File: src/rtl/uart_tx_controller_if.sv
// Host-side write interface of the UART transmit frame sequencer.
// Build option: UART_TX_PARITY_EN (affects only uart_tx_controller).
// Signals:
//   Tx_EN    host -> tx   transmitter enable; low aborts and holds idle
//   Tx_WR    host -> tx   write strobe
//   Tx_DATA  host -> tx   byte to send, sampled on acceptance
//   Tx_BUSY  tx -> host   frame in progress
//   Tx_DONE  tx -> host   one-cycle pulse on normal frame completion
interface uart_tx_controller_if #(
   parameter int unsigned DATA_W = 8
);
   logic              Tx_EN;
   logic              Tx_WR;
   logic [DATA_W-1:0] Tx_DATA;
   logic              Tx_BUSY;
   logic              Tx_DONE;

   modport master (output Tx_EN, Tx_WR, Tx_DATA, input Tx_BUSY, Tx_DONE);
   modport slave  (input Tx_EN, Tx_WR, Tx_DATA, output Tx_BUSY, Tx_DONE);
endinterface

File: src/rtl/uart_tx_controller.sv
// UART transmit frame sequencer: start bit, DATA_W data bits LSB-first,
// optional even-parity bit (build with UART_TX_PARITY_EN), one stop bit.
// Each bit lasts OVERSAMPLE sample_ENABLE ticks.
// Ports:
//   clk            system clock
//   reset          synchronous, active-low
//   sample_ENABLE  oversampling tick from baud_controller
//   TxD            registered serial line, idle high
//   tx_if          host write interface (Tx_EN, Tx_WR, Tx_DATA, Tx_BUSY, Tx_DONE)
module uart_tx_controller #(
   parameter int unsigned OVERSAMPLE = 16,
   parameter int unsigned DATA_W     = 8
) (
   input  logic                 clk,
   input  logic                 reset,
   input  logic                 sample_ENABLE,
   output logic                 TxD,
   uart_tx_controller_if.slave  tx_if
);

   localparam int unsigned TICK_W = (OVERSAMPLE > 1) ? $clog2(OVERSAMPLE) : 1;
   localparam int unsigned BIT_W  = (DATA_W > 1) ? $clog2(DATA_W) : 1;
   localparam logic [TICK_W-1:0] TICK_LAST = TICK_W'(OVERSAMPLE - 1);
   localparam logic [BIT_W-1:0]  BIT_LAST  = BIT_W'(DATA_W - 1);

`ifdef UART_TX_PARITY_EN
   typedef enum logic [2:0] {S_IDLE, S_START, S_DATA, S_PARITY, S_STOP} state_e;
`else
   typedef enum logic [2:0] {S_IDLE, S_START, S_DATA, S_STOP} state_e;
`endif

   state_e              state_q, state_d;
   logic [DATA_W-1:0]   shreg_q, shreg_d;
   logic [TICK_W-1:0]   tick_cnt_q, tick_cnt_d;
   logic [BIT_W-1:0]    bit_cnt_q, bit_cnt_d;
   logic                txd_q, txd_d;
   logic                busy_q, busy_d;
   logic                done_q, done_d;
`ifdef UART_TX_PARITY_EN
   logic                par_q, par_d;
`endif

   assign TxD           = txd_q;
   assign tx_if.Tx_BUSY = busy_q;
   assign tx_if.Tx_DONE = done_q;

   // State and datapath registers
   always_ff @(posedge clk) begin
      if (!reset) begin
         state_q    <= S_IDLE;
         shreg_q    <= '0;
         tick_cnt_q <= '0;
         bit_cnt_q  <= '0;
         txd_q      <= 1'b1;
         busy_q     <= 1'b0;
         done_q     <= 1'b0;
`ifdef UART_TX_PARITY_EN
         par_q      <= 1'b0;
`endif
      end else begin
         state_q    <= state_d;
         shreg_q    <= shreg_d;
         tick_cnt_q <= tick_cnt_d;
         bit_cnt_q  <= bit_cnt_d;
         txd_q      <= txd_d;
         busy_q     <= busy_d;
         done_q     <= done_d;
`ifdef UART_TX_PARITY_EN
         par_q      <= par_d;
`endif
      end
   end

   // Next state, bit sequencing and output decode
   always_comb begin
      state_d    = state_q;
      shreg_d    = shreg_q;
      tick_cnt_d = tick_cnt_q;
      bit_cnt_d  = bit_cnt_q;
      done_d     = 1'b0;
`ifdef UART_TX_PARITY_EN
      par_d      = par_q;
`endif

      // Enable outranks both tick advance and completion
      if (!tx_if.Tx_EN) begin
         state_d    = S_IDLE;
         tick_cnt_d = '0;
         bit_cnt_d  = '0;
      end else if (state_q == S_IDLE) begin
         if (tx_if.Tx_WR) begin
            shreg_d    = tx_if.Tx_DATA;
            tick_cnt_d = '0;
            bit_cnt_d  = '0;
            state_d    = S_START;
`ifdef UART_TX_PARITY_EN
            par_d      = ^tx_if.Tx_DATA;
`endif
         end
      end else if (sample_ENABLE) begin
         // Tick counter wraps naturally, so it is back at 0 after each bit
         tick_cnt_d = tick_cnt_q + TICK_W'(1);
         if (tick_cnt_q == TICK_LAST) begin
            case (state_q)
               S_START: state_d = S_DATA;
               S_DATA: begin
                  shreg_d   = shreg_q >> 1;
                  bit_cnt_d = bit_cnt_q + BIT_W'(1);
                  if (bit_cnt_q == BIT_LAST) begin
                     bit_cnt_d = '0;
`ifdef UART_TX_PARITY_EN
                     state_d   = S_PARITY;
`else
                     state_d   = S_STOP;
`endif
                  end
               end
`ifdef UART_TX_PARITY_EN
               S_PARITY: state_d = S_STOP;
`endif
               S_STOP: begin
                  state_d = S_IDLE;
                  done_d  = 1'b1;
               end
               default: state_d = S_IDLE;
            endcase
         end
      end

      // Outputs are decoded from the next state so they register in step with it
      busy_d = (state_d != S_IDLE);
      case (state_d)
         S_START:  txd_d = 1'b0;
         S_DATA:   txd_d = shreg_d[0];
`ifdef UART_TX_PARITY_EN
         S_PARITY: txd_d = par_d;
`endif
         default:  txd_d = 1'b1;
      endcase
   end

endmodule

File: src/flat_wrapper.sv
// flat-port wrapper written by rule: the top's interface ports become plain ports
module uart_tx_controller_flat 
#(
   parameter int unsigned OVERSAMPLE = 16,
   parameter int unsigned DATA_W     = 8
)
  (clk, reset, sample_ENABLE, TxD, tx_if_Tx_EN, tx_if_Tx_WR, tx_if_Tx_DATA, tx_if_Tx_BUSY, tx_if_Tx_DONE);
  uart_tx_controller_if #(.DATA_W(DATA_W)) tx_if_i ();
  input  logic clk;
  input  logic reset;
  input  logic sample_ENABLE;
  output logic TxD;
  input wire logic [$bits(tx_if_i.Tx_EN)-1:0] tx_if_Tx_EN;
  input wire logic [$bits(tx_if_i.Tx_WR)-1:0] tx_if_Tx_WR;
  input wire logic [$bits(tx_if_i.Tx_DATA)-1:0] tx_if_Tx_DATA;
  output wire logic [$bits(tx_if_i.Tx_BUSY)-1:0] tx_if_Tx_BUSY;
  output wire logic [$bits(tx_if_i.Tx_DONE)-1:0] tx_if_Tx_DONE;
  assign tx_if_i.Tx_EN = tx_if_Tx_EN;
  assign tx_if_i.Tx_WR = tx_if_Tx_WR;
  assign tx_if_i.Tx_DATA = tx_if_Tx_DATA;
  assign tx_if_Tx_BUSY = tx_if_i.Tx_BUSY;
  assign tx_if_Tx_DONE = tx_if_i.Tx_DONE;
  uart_tx_controller #(.OVERSAMPLE(OVERSAMPLE), .DATA_W(DATA_W)) u_core (.clk(clk), .reset(reset), .sample_ENABLE(sample_ENABLE), .TxD(TxD), .tx_if(tx_if_i));
endmodule
File: config.mk
export PLATFORM = sky130hd
export DESIGN_NAME = uart_tx_controller_flat
export DESIGN_NICKNAME = d
export VERILOG_FILES = /design/src/rtl/uart_tx_controller_if.sv /design/src/rtl/uart_tx_controller.sv /design/src/flat_wrapper.sv
export SDC_FILE = /design/constraint.sdc
export NUM_CORES = 1
export LEC_CHECK = 0
export ABC_AREA = 0
export ABC_CLOCK_PERIOD_IN_PS = 2100
export BUFFER_PORTS_ARGS = -buffer_cell sky130_fd_sc_hd__buf_4
export CORE_ASPECT_RATIO = 0.8
export CORE_MARGIN = 1.5
export CORE_UTILIZATION = 57
export CTS_BUF_LIST = sky130_fd_sc_hd__clkbuf_8
export CTS_CLUSTER_SIZE = 28
export DETAILED_ROUTE_END_ITERATION = 8
export GPL_TIMING_DRIVEN = 0
export PLACE_DENSITY = 0.8
export SYNTH_ARGS = -nofsm -noshare
export SYNTH_HDL_FRONTEND = slang
export SYNTH_SLANG_ARGS = --single-unit
File: constraint.sdc
create_clock -name clk -period 2.1 [get_ports clk]
set_input_delay 0.105 -clock clk [delete_from_list [all_inputs] [get_ports clk]]
set_output_delay 0.105 -clock clk [all_outputs]
set_load 0.02 [all_outputs]
# [Word level (Yosys, flattened, before mapping)]
# Index checks and enable logic that the tools add are counted.
[classes] reduce_logical=10 n_bitwise=4 n_mux=24 eq_ne=8 add_sub_neg=2
[op_table] operator="two-way mux 8 bit" count=5
[op_table] operator="two-way mux 3 bit" count=12
[op_table] operator="two-way mux 4 bit" count=3
[op_table] operator="== test 3 x 2 -> 1 bit (second input constant)" count=3
[op_table] operator="== test 3 x 1 -> 1 bit (second input constant)" count=2
[op_table] operator="one-hot mux 3 bit (2 select lines)" count=1
[op_table] operator="nonzero test 2 bit" count=3
[op_table] operator="AND reduction 5 bit" count=1
[op_table] operator="OR reduction 5 bit" count=1
[op_table] operator="adder 4 x 1 -> 4 bit (second input constant)" count=1
[op_table] operator="== test 4 bit (second input constant)" count=1
[op_table] operator="inverter 1 bit" count=4
[op_table] operator="AND reduction 2 bit" count=2
[op_table] operator="AND reduction 4 bit" count=1
[op_table] operator="adder 3 x 1 -> 3 bit (second input constant)" count=1
[op_table] operator="== test 3 bit (second input constant)" count=1
[op_table] operator="logical NOT 3 bit" count=1
[op_table] operator="nonzero test 3 bit" count=1
[op_table] operator="two-way mux 1 bit" count=2
[op_table] operator="!= test 2 bit (second input constant)" count=1
[op_table] operator="one-hot mux 1 bit (2 select lines)" count=1
[totals] output_inout_bits=3 word_cells=56 reg_bits=21

# [Depth between registers and ports, before layout]
# Gate-level depths: netlist of the first run.
[logic_depth] depth_word=9 depth_mapped=7

# [Worst setup path before layout of the first run]
# OpenSTA, ideal clock, no wires.
[synth_timing] path_kind="register to register" start="register u_core.state_q[0]" end="register u_core.txd_q (netlist: u_core.TxD)" arrival_ns=1.724 setup_slack_ns=0.257 stages_incl_launch_ff=7 path_buffers=1 synth_period_minus_slack_ns=1.843 cell_sequence="dfxtp_1 > buf_6 > or4b_4 > o22ai_2 > a211oi_1 > or3_1 > a211o_1"
[synth_between] elab_chain_len=8 elab_cells_between_ends=18 classes_between="eq/ne (4); mux (13); reduce/logical (1)"
[synth_rtl] element="from (decl)" line="uart_tx_controller.sv:32" text="state_e state_q, state_d;"
[synth_rtl] element="from (signal assigned)" line="uart_tx_controller.sv:61" text="state_q <= state_d;"
[synth_rtl] element="== test 3 x 2 -> 1 bit, or another cell as far along" line="uart_tx_controller.sv:104" text="case (state_q)"
[synth_rtl] element="one-hot mux 3 bit (2 select lines)" line="uart_tx_controller.sv:104"
[synth_rtl] element="two-way mux 3 bit" line="uart_tx_controller.sv:103" text="if (tick_cnt_q == TICK_LAST) begin"
[synth_rtl] element="two-way mux 3 bit" line="uart_tx_controller.sv:100" text="end else if (sample_ENABLE) begin"
[synth_rtl] element="two-way mux 3 bit" line="uart_tx_controller.sv:90" text="end else if (state_q == S_IDLE) begin"
[synth_rtl] element="two-way mux 3 bit" line="uart_tx_controller.sv:86" text="if (!tx_if.Tx_EN) begin"
[synth_rtl] element="== test 3 x 2 -> 1 bit / == test 3 x 1 -> 1 bit (equally long branches)" line="uart_tx_controller.sv:132" text="case (state_d)"
[synth_rtl] element="one-hot mux 1 bit (2 select lines) *" line="uart_tx_controller.sv:132"
[synth_rtl] element="to (signal assigned)" line="uart_tx_controller.sv:65" text="txd_q <= txd_d;"
[synth_rtl] element="to (decl)" line="uart_tx_controller.sv:36" text="logic txd_q, txd_d;"
# Every way passes the cells marked *; elsewhere a longest branch is shown, timed or not. The select of a mux whose other input is x is not followed.
# A chain may end at the register's enable or synchronous reset.

# [Worst setup path in the final report of the first run]
[layout_timing] start="register u_core.tick_cnt_q[0]" end="register u_core.txd_q (netlist: u_core.TxD)"
[layout_between] elab_chain_len=7 elab_cells_between_ends=12 classes_between="eq/ne (3); mux (9)"
[layout_rtl] element="from (decl)" line="uart_tx_controller.sv:34" text="logic [TICK_W-1:0] tick_cnt_q, tick_cnt_d;"
[layout_rtl] element="from (signal assigned)" line="uart_tx_controller.sv:63" text="tick_cnt_q <= tick_cnt_d;"
[layout_rtl] element="== test 4 bit *" line="uart_tx_controller.sv:103"
[layout_rtl] element="two-way mux 3 bit" line="uart_tx_controller.sv:103"
[layout_rtl] element="two-way mux 3 bit" line="uart_tx_controller.sv:100"
[layout_rtl] element="two-way mux 3 bit" line="uart_tx_controller.sv:90"
[layout_rtl] element="two-way mux 3 bit" line="uart_tx_controller.sv:86"
[layout_rtl] element="== test 3 x 2 -> 1 bit / == test 3 x 1 -> 1 bit (equally long branches)" line="uart_tx_controller.sv:132"
[layout_rtl] element="one-hot mux 1 bit (2 select lines) *" line="uart_tx_controller.sv:132"
# Marks and branches as above.

==> flow_summary.toml, run 1 <==
[timing]
finalCritPeriodShare_pct = 94.5
report.final.setup_viol = 0
timing.clock.skew_ns = 0.00235
hold_ws_ns = 0.0885
fin_setup_tns_ns = 0
number_of_failing_hold_endpoints_at_the_final_stage = 0
grt_setup_unrepaired = "false"
finalCriticalPeriod_ns = 1.98
timing.max_slew.rel_slack_pct = 49.7
tightest_slew_ns = 0.752
timing_max_transition_violations_final = 0
timing.fmax_mhz = 504

[synth]
postSynthAreaPerCell_um2 = 8.63
synth_top_area_share_pct = 41.3
synth_enable_flop_cells = 0
leading_register_cell_type_out_of_synthesis = "sky130_fd_sc_hd__dfxtp_1"
yosysWarnings = 0
synthMostInstantiatedCell = "sky130_fd_sc_hd__dfxtp_1"
sequential_area_share_after_synthesis_pct = 41.3
async_reset_ff_share_pct = 0
ys_seq_elements = 21
synthCells = 118
ys_types = 35
synth_area_leaders = "sky130_fd_sc_hd__dfxtp_1, sky130_fd_sc_hd__a211oi_1, sky130_fd_sc_hd__nor2_1, sky130_fd_sc_hd__a21oi_1, sky130_fd_sc_hd__a22oi_1"
syn-num-nets = 134
yosys.area.top_type = "sky130_fd_sc_hd__dfxtp_1"
post_synth_most_frequent_cells = "sky130_fd_sc_hd__dfxtp_1, sky130_fd_sc_hd__nor2_1, sky130_fd_sc_hd__a21oi_1"
syn_area_mm2 = 0.00102

[clock_network]
clock_tree_from_tritoncts = "yes"
path_clk_slew_ns = 0.07
cts.path.max_buffers = 2
htree_levels = 1
clk-insertion-delay-late_ns = 0.26
clkSinkCount = 21
clockRootBuffer = "sky130_fd_sc_hd__clkbuf_8"
hold_fix_buffer_count_after_cts = 0
cts_inserted_buffers = 3

[setup_path]
cp_cell_sequence = "ha_1 > nand4_1 > nor3_1 > o21ai_1 > or3_1 > a211o_1"
timing_worst_setup_path_type = "reg -> reg"
cp-end-kind = "flip-flop"
cp.buffers_inverters = 0
start_kind = "flip-flop"
reg2reg_slack_ns = 0.12
worst_r2r_endpoint = "u_core.TxD$_SDFF_PN1_"
crit_path_top_delay_cell = "sky130_fd_sc_hd__dfxtp_1"
timing.rr.start = "u_core.tick_cnt_q[0]$_SDFFE_PN0P_"
timing.critical_path.required_ns = 2.25
path_delay_family = "simple AND/OR/NAND/NOR gates"
r2r.worst_path.cells = 6
timing.critical_path.slowest_cell_delay_ns = 0.38
timing.critical_path.arrival_ns = 2.14
timing.critical_path.fanout_max = 5

[detailed_routing]
routed_via_density = 5.81
detail_route.wirelength_um = 2150
firstDrtPassIters = 4
drt_first_iter_violations = 20
detail-route-antenna-nets = 0
post_drt_wl_per_cell_um = 13.5
drc_errors = 0
routed-via-count = 923

[finish]
nNetsFinal = 154
finish.utilization_pct = 73.2
final_layout_size_suffix_gt1_share_pct = 21.9
fin_cells = 159
register_area_um2 = 420
multi_input_area_um2 = 564
layout-area-overhead-vs-synth_pct = 19.3
antenna-diode-count = 0
num-fill-cells = 144

[grt]
track_usage_pct = 22.1
grt_max_degree = 12
via_count_of_the_first_global_routing_pass = 716
grt.overflow.total = 0
grt_first_pass_wirelength_um = 3190
grt_antenna_before_repair = 0

[power_and_ir_drop]
vdd.ir_drop.worst_mv = 0.646
leakagePower_nw = 0.458
total_power_mw = 0.768
power.density_mw_per_mm2 = 633

[floorplan]
dieArea_mm2 = 0.00205
ios = 16
die_extent_in_y_um = 40.8
fp.dieW_um = 50.3
floorplan.initialDensity_pct = 61.4
rows = 13
coreArea_mm2 = 0.00166

[min_path]
hold_path.class = "in -> reg"
min_delay_path_depth = 2
worst_hold_endpoint = "u_core.state_q[2]$_SDFF_PN0_"
hold_path.startpoint = "reset"

[place]
gp_congestion = 0.859
dp_hpwl_um = 1520
io_buffers = 14
dp.cells = 154

[status]
outcome = "finished clean"

[job]
max_cap_viol_count = 0
==> worst reg2reg max path, delay by kind of cell (launching register included) <==
family	cells	cell delay (ns)
fa+ha+maj	1	0.24
simple gates	3	0.82
flops	1	0.38
compound gates	2	0.43
==> worst max-delay path by stage <==
| stage | from | to | slack, ns | cells after the start |
|---|---|---|---|---|
| 5_1_grt | u_core.state_q[1]$_SDFF_PN0_ | u_core.TxD$_SDFF_PN1_ | 0.03 | 7 |
| 4_1_cts | u_core.tick_cnt_q[0]$_SDFFE_PN0P_ | u_core.TxD$_SDFF_PN1_ | 0.04 | 6 |
| 3_3_place_gp | u_core.state_q[0]$_SDFF_PN0_ | u_core.shreg_q[2]$_SDFFE_PN0P_ | 0.09 | 5 |
| 3_5_place_dp | u_core.tick_cnt_q[0]$_SDFFE_PN0P_ | u_core.TxD$_SDFF_PN1_ | 0.06 | 6 |
| 6_report | u_core.tick_cnt_q[0]$_SDFFE_PN0P_ | u_core.TxD$_SDFF_PN1_ | 0.12 | 6 |
| 2_1_floorplan | u_core.state_q[0]$_SDFF_PN0_ | u_core.TxD$_SDFF_PN1_ | 0.26 | 6 |
==> cell type report <==
type | count | area share, %
clock inverter | 1 | 0.309
inverter | 3 | 0.927
multi-input combinational | 89 | 46.4
tap | 22 | 2.27
timing repair buffer | 15 | 9.27
clock buffer | 3 | 3.40
sequential | 21 | 34.6
buffer | 5 | 2.78
==> through the flow <==
stage / setup WS [ns] / area [um2]
6_report: 0.116 / 1210
4_1_cts: 0.0382 / 1200
3_5_place_dp: 0.0637 / 1150
3_3_place_gp: 0.0899 / 1150
2_1_floorplan: 0.257 / 1020
5_1_grt: 0.0297 / 1210
==> cell usage in the layout, fill, tap and decap left out, types with 2 or more instances in the layout <==
| master | instances |
|---|---|
| sky130_fd_sc_hd__and2_1 | 3 |
| sky130_fd_sc_hd__nand3_1 | 5 |
| sky130_fd_sc_hd__inv_1 | 3 |
| sky130_fd_sc_hd__nor2_1 | 16 |
| sky130_fd_sc_hd__a22oi_1 | 6 |
| sky130_fd_sc_hd__nor3_1 | 2 |
| sky130_fd_sc_hd__clkbuf_8 | 3 |
| sky130_fd_sc_hd__o21ai_1 | 2 |
| sky130_fd_sc_hd__nand4_1 | 3 |
| sky130_fd_sc_hd__buf_4 | 16 |
| sky130_fd_sc_hd__a21oi_1 | 9 |
| sky130_fd_sc_hd__nand2_1 | 7 |
| sky130_fd_sc_hd__or3_1 | 4 |
| sky130_fd_sc_hd__nand2b_1 | 4 |
| sky130_fd_sc_hd__ha_1 | 3 |
| sky130_fd_sc_hd__nor4_1 | 2 |
| sky130_fd_sc_hd__a211oi_1 | 8 |
| sky130_fd_sc_hd__buf_2 | 2 |
| sky130_fd_sc_hd__dfxtp_1 | 21 |
==> metal layers <==
metal | share of wire [%] | wire length, um | vias to the layer above | global-route usage [%]
met4 | 0.60 | 13 | 0 | 6.25
met1 | 48 | 1040 | 419 | 30.0
li1 | - | - | 474 | -
met3 | 6.6 | 142 | 2 | 7.66
met2 | 44 | 955 | 28 | 33.6
met5 | 0 | 0 | - | 0
==> state kept, by name (all words and copies together) (netlist names) <==
signal and cells:
u_core.tick_cnt_q 4, u_core.state_q 3, u_core.bit_cnt_q 3, u_core.tx_if.Tx_BUSY 1
u_core.TxD 1, u_core.shreg_q 8, u_core.tx_if.Tx_DONE 1
==> cells by family after synthesis <==
logic type,after synthesis,share of synthesized area (%)
and+or+nand+nor,53,28.3
buffers and inverters,8,4.42
AOI/OAI and AO/OA,33,22.4
adders and majority gates,3,3.69
DFF,21,41.3
==> power by group <==
| group | switching [mW] | internal (mW) | leakage [nW] |
|---|---|---|---|
| clock network | 0.126 | 0.130 | 0.0269 |
| logic | 0.0492 | 0.0460 | 0.260 |
| registers | 0.00607 | 0.411 | 0.171 |
| total | 0.181 | 0.587 | 0.458 |
==> timing repair <==
action | CTS | global route
setup endpoints to repair | 0 | 2
buffers inserted | 0 | 1
gates resized for setup | 0 | 3
endpoints found under the hold margin | 0 | 0
Power figures use the tool's default switching activity.
==> inputs of run 2 (changes only) <==
MAX_ROUTING_LAYER = met4   (was not set)
PLACE_DENSITY = 0.86   (was 0.8)
RECOVER_POWER = 50   (was not set)
==> run 2 against run 1 <==
  * Flip-flop and latch count unchanged
  * Critical path depth unchanged
  * First-iteration DRC count increased by 65%
  * Via count increased by 1.3%
  * Global-route usage rose by 1.2 points
  * Sequential share of layout area rose by 0.43 points
  * Non-clock buffer count shrank 1
  * Register-to-register slack got worse by 0.03 ns
  * Critical endpoint unchanged
==> flow_summary.toml, run 2 (synthesis gave the netlist of run 1 again) <==
[setup_path]
timing.critical_path.required_ns = 2.25
cp-end-kind = "flip-flop"
reg2reg_slack_ns = 0.09
timing.critical_path.arrival_ns = 2.17
r2r.worst_path.cells = 6
timing.rr.start = "u_core.tick_cnt_q[0]$_SDFFE_PN0P_"
worst_r2r_endpoint = "u_core.TxD$_SDFF_PN1_"
timing.critical_path.fanout_max = 5
timing_worst_setup_path_type = "reg -> reg"
start_kind = "flip-flop"

[timing]
fin_setup_tns_ns = 0
grt_setup_unrepaired = "false"
timing_max_transition_violations_final = 0
finalCritPeriodShare_pct = 95.9
timing.max_slew.rel_slack_pct = 51.1
timing.fmax_mhz = 496
finalCriticalPeriod_ns = 2.01
worst_slack_ns = 0.0856
timing.clock.skew_ns = 0.00455
hold_ws_ns = 0.0921
report.final.setup_viol = 0
tightest_slew_ns = 0.731
number_of_failing_hold_endpoints_at_the_final_stage = 0

[power_and_ir_drop]
leakagePower_nw = 0.441
total_power_mw = 0.771
vdd.ir_drop.worst_mv = 0.510
power.density_mw_per_mm2 = 642

[finish]
largest-register = "u_core.shreg_q"
layout-area-overhead-vs-synth_pct = 17.8
largest_register_ff_count = 8
multi_input_area_um2 = 568
layout.cells.most_common = "sky130_fd_sc_hd__dfxtp_1"
antenna-diode-count = 0
register_area_um2 = 420
nNetsFinal = 153
reg_top3 = "u_core.shreg_q: 8 flops, u_core.tick_cnt_q: 4 flops"
most_used_cells_in_the_layout_excluding_fill_and_tap_cells = "sky130_fd_sc_hd__dfxtp_1, sky130_fd_sc_hd__nor2_1, sky130_fd_sc_hd__buf_4"
num-fill-cells = 138
finish.utilization_pct = 72.3
final_layout_size_suffix_gt1_share_pct = 19.1

[min_path]
worst_hold_endpoint = "u_core.state_q[0]$_SDFF_PN0_"
hold_path.startpoint = "reset"
min_delay_path_depth = 2
hold_path.class = "in -> reg"

[place]
post_placement_worst_setup_slack_ns = 0.0890
gp_congestion = 0.888
io_buffers = 14
dp_hpwl_um = 1580

[detailed_routing]
firstDrtPassIters = 5
detail-route-antenna-nets = 0
drt_first_iter_violations = 33
drc_errors = 0
routed-via-count = 935
routed_via_density = 5.92
post_drt_wl_per_cell_um = 13.8
detail_route.wirelength_um = 2190

[grt]
grt_max_degree = 12
grt.overflow.total = 0
grt_first_pass_wirelength_um = 3280
via_count_of_the_first_global_routing_pass = 737
track_usage_pct = 23.2
grt_antenna_before_repair = 0

[floorplan]
ios = 16
die_extent_in_y_um = 40.8
coreArea_mm2 = 0.00166
dieArea_mm2 = 0.00205
floorplan.initialDensity_pct = 61.4
fp.dieW_um = 50.3
rows = 13

[job]
max_cap_viol_count = 0

[clock_network]
hold_fix_buffer_count_after_cts = 0
cts_setup_buffers = 0
clk-insertion-delay-late_ns = 0.26
clockRootBuffer = "sky130_fd_sc_hd__clkbuf_8"
clkSinkCount = 21
cts.path.max_buffers = 2
cts_inserted_buffers = 3
htree_levels = 1
post_cts.resized_instances = 0
clock_tree_from_tritoncts = "yes"
path_clk_slew_ns = 0.08

[status]
outcome = "finished clean"
-- run 2: cell count changes in the layout (fill, tap and decap cells not counted) --
cell,change
sky130_fd_sc_hd__buf_4,-4
sky130_fd_sc_hd__clkbuf_1,+3
sky130_fd_sc_hd__a21boi_2,-1
sky130_fd_sc_hd__a21boi_4,+1
sky130_fd_sc_hd__a31oi_1,+1
sky130_fd_sc_hd__a31oi_2,-1
sky130_fd_sc_hd__ha_1,-1
sky130_fd_sc_hd__ha_2,+1
sky130_fd_sc_hd__or2_0,+1
sky130_fd_sc_hd__or2_1,-1
-- run 2: through the flow --
stage | cells | area, um2
floorplan | 118 | 1020
global placement | 154 | 1150
detailed placement | 154 | 1150
CTS | 158 | 1200
global route | 158 | 1200
finish | 158 | 1200
-- run 2: power by group --
part | switching, mW | internal (mW)
registers | 0.00582 | 0.411
logic | 0.0499 | 0.0449
clock network | 0.129 | 0.130
total | 0.185 | 0.586
-- run 2: critical path, stage by stage, from the launching register on --
cell                      delay, ns
sky130_fd_sc_hd__dfxtp_1       0.38
sky130_fd_sc_hd__ha_2          0.24
sky130_fd_sc_hd__nand4_1       0.21
sky130_fd_sc_hd__or3_1         0.40
sky130_fd_sc_hd__a31oi_1       0.32
sky130_fd_sc_hd__nand2_1       0.10
sky130_fd_sc_hd__a211o_1       0.26
-- run 2: worst max path at each step --
stage                                       from                        endpoint  slack (ns)  depth (start not counted)
2_1_floorplan       u_core.state_q[0]$_SDFF_PN0_           u_core.TxD$_SDFF_PN1_        0.26                          6
3_3_place_gp        u_core.state_q[0]$_SDFF_PN0_  u_core.shreg_q[3]$_SDFFE_PN0P_        0.12                          5
3_5_place_dp        u_core.state_q[0]$_SDFF_PN0_  u_core.shreg_q[3]$_SDFFE_PN0P_        0.09                          5
4_1_cts             u_core.state_q[0]$_SDFF_PN0_  u_core.shreg_q[3]$_SDFFE_PN0P_        0.07                          5
5_1_grt        u_core.tick_cnt_q[0]$_SDFFE_PN0P_           u_core.TxD$_SDFF_PN1_        0.03                          6
6_report       u_core.tick_cnt_q[0]$_SDFFE_PN0P_           u_core.TxD$_SDFF_PN1_        0.09                          6
-- run 2: layer usage --
layer	up-vias	part of all wire, %	track usage (%)
met2	34	45	35.5
li1	471	-	-
met5	-	0	-
met3	7	6.5	7.30
met1	423	47	29.4
met4	0	1.6	8.33
-- run 2: cell type report --
class                   instances  area share [%]
plain buffers                   5            2.82
clock buffers                   3            3.44
clock inverters                 1           0.313
inverters                       3           0.938
multi-input cells              89            47.3
flip-flops and latches         21            35.0
well taps                      22            2.29
repair buffers                 14            7.82
==> inputs of run 3 (changes only) <==
RECOVER_POWER = not set   (was 50)
==> run 3 against run 2 <==
  * Critical endpoint unchanged
  * Cell area grew 0.94%
  * Clock-buffer cell count unchanged
  * Critical path type unchanged
  * Global-route usage did not move
  * Power grew 0.24%
  * Cell count stayed put
==> flow_summary.toml, run 3 (synthesis gave the netlist of run 1 again) <==
[status]
outcome = "finished clean"

[clock_network]
clkSinkCount = 21
post_cts.resized_instances = 0
clockRootBuffer = "sky130_fd_sc_hd__clkbuf_8"
cts_inserted_buffers = 3
clk-insertion-delay-late_ns = 0.26
hold_fix_buffer_count_after_cts = 0
clock_tree_from_tritoncts = "yes"
cts_setup_buffers = 0
cts.path.max_buffers = 2
htree_levels = 1
path_clk_slew_ns = 0.08

[timing]
hold_ws_ns = 0.0920
worst_slack_ns = 0.0972
report.final.setup_viol = 0
tightest_slew_ns = 0.732
number_of_failing_hold_endpoints_at_the_final_stage = 0
timing_max_transition_violations_final = 0
timing.clock.skew_ns = 0.00417
finalCriticalPeriod_ns = 2.00
grt_setup_unrepaired = "false"
fin_setup_tns_ns = 0
timing.max_slew.rel_slack_pct = 51.0
finalCritPeriodShare_pct = 95.4
timing.fmax_mhz = 499

[finish]
finish.instance_area_mm2 = 0.00121
num-fill-cells = 132
largest_register_ff_count = 8
layout-area-overhead-vs-synth_pct = 18.9
antenna-diode-count = 0
nNetsFinal = 153
largest-register = "u_core.shreg_q"
reg_top3 = "u_core.shreg_q: 8 flops, u_core.tick_cnt_q: 4 flops"
fin_cells = 158
final_layout_size_suffix_gt1_share_pct = 21.3
finish.utilization_pct = 73.0
layout.cells.most_common = "sky130_fd_sc_hd__dfxtp_1"
most_used_cells_in_the_layout_excluding_fill_and_tap_cells = "sky130_fd_sc_hd__dfxtp_1, sky130_fd_sc_hd__nor2_1, sky130_fd_sc_hd__buf_4"

[place]
dp.cells = 154
post_placement_worst_setup_slack_ns = 0.0890
gp_congestion = 0.888
postPlaceCellArea_mm2 = 0.00115
dp_hpwl_um = 1580
io_buffers = 14

[min_path]
hold_path.startpoint = "reset"
hold_path.class = "in -> reg"
worst_hold_endpoint = "u_core.state_q[0]$_SDFF_PN0_"
min_delay_path_depth = 2

[floorplan]
rows = 13
floorplan.initialDensity_pct = 61.4
coreArea_mm2 = 0.00166
fp.dieW_um = 50.3
die_extent_in_y_um = 40.8
ios = 16
dieArea_mm2 = 0.00205

[grt]
grt.overflow.total = 0
track_usage_pct = 23.2
via_count_of_the_first_global_routing_pass = 737
grt_antenna_before_repair = 0
grt_first_pass_wirelength_um = 3280
grt_max_degree = 12

[setup_path]
timing_worst_setup_path_type = "reg -> reg"
r2r.worst_path.cells = 6
cp-end-kind = "flip-flop"
timing.critical_path.fanout_max = 5
reg2reg_slack_ns = 0.1
cp_cell_sequence = "ha_2 > nand4_1 > or3_1 > a31oi_1 > nand2_1 > a211o_1"
worstSetupStartpoint = "u_core.tick_cnt_q[0]$_SDFFE_PN0P_"
timing.critical_path.arrival_ns = 2.15
crit_path_top_delay_cell = "sky130_fd_sc_hd__or3_1"
worst_r2r_endpoint = "u_core.TxD$_SDFF_PN1_"
timing.critical_path.required_ns = 2.25
start_kind = "flip-flop"
timing.critical_path.slowest_cell_delay_ns = 0.40
timing.rr.start = "u_core.tick_cnt_q[0]$_SDFFE_PN0P_"

[power_and_ir_drop]
vdd.ir_drop.worst_mv = 0.509
leakagePower_nw = 0.455
total_power_mw = 0.773
power.density_mw_per_mm2 = 638

[detailed_routing]
detail-route-antenna-nets = 0
detail_route.wirelength_um = 2190
post_drt_wl_per_cell_um = 13.9
firstDrtPassIters = 4
drt_first_iter_violations = 32
routed_via_density = 5.87
routed-via-count = 928
drc_errors = 0

[job]
max_cap_viol_count = 0
-- run 3: changes by cell type in the layout (fill, tap and decap cells not counted) --
cell	change
sky130_fd_sc_hd__or2_1	+1
sky130_fd_sc_hd__buf_4	+3
sky130_fd_sc_hd__or2_0	-1
sky130_fd_sc_hd__clkbuf_1	-3
-- run 3: cell type report --
class	instances	area, um2	area share (%)
multi-input combinational	89	568	46.9
sequential	21	420	34.7
timing repair buffer	14	105	8.68
clock buffer	3	41.3	3.41
buffer	5	33.8	2.79
tap	22	27.5	2.27
inverter	3	11.3	0.930
clock inverter	1	3.75	0.310
-- run 3: worst max-delay path, delay by kind of cell, from the launching register on --
family          cells  cell delay [ns]
simple gates        3             0.71
compound gates      2             0.57
flops               1             0.38
fa+ha+maj           1             0.24
-- run 3: how the worst max path moves through the flow --
stage / to / slack [ns] / cells after the start
2_1_floorplan: u_core.TxD$_SDFF_PN1_ / 0.26 / 6
3_3_place_gp: u_core.shreg_q[3]$_SDFFE_PN0P_ / 0.12 / 5
3_5_place_dp: u_core.shreg_q[3]$_SDFFE_PN0P_ / 0.09 / 5
4_1_cts: u_core.shreg_q[3]$_SDFFE_PN0P_ / 0.07 / 5
5_1_grt: u_core.TxD$_SDFF_PN1_ / 0.03 / 6
6_report: u_core.TxD$_SDFF_PN1_ / 0.1 / 6
-- run 3: power breakdown --
group	leakage, nW	switching (mW)	total (mW)	internal [mW]
registers	0.171	0.00589	0.417	0.411
clock network	0.0269	0.129	0.260	0.130
logic	0.257	0.0499	0.0963	0.0465
-- run 3: per-layer routing --
layer | vias up | GRT usage, % | wire (um)
met1 | 429 | 29.4 | 1030
met5 | - | - | 0
met4 | 0 | 8.33 | 30
met3 | 5 | 7.30 | 121
li1 | 470 | - | -
met2 | 24 | 35.5 | 1010
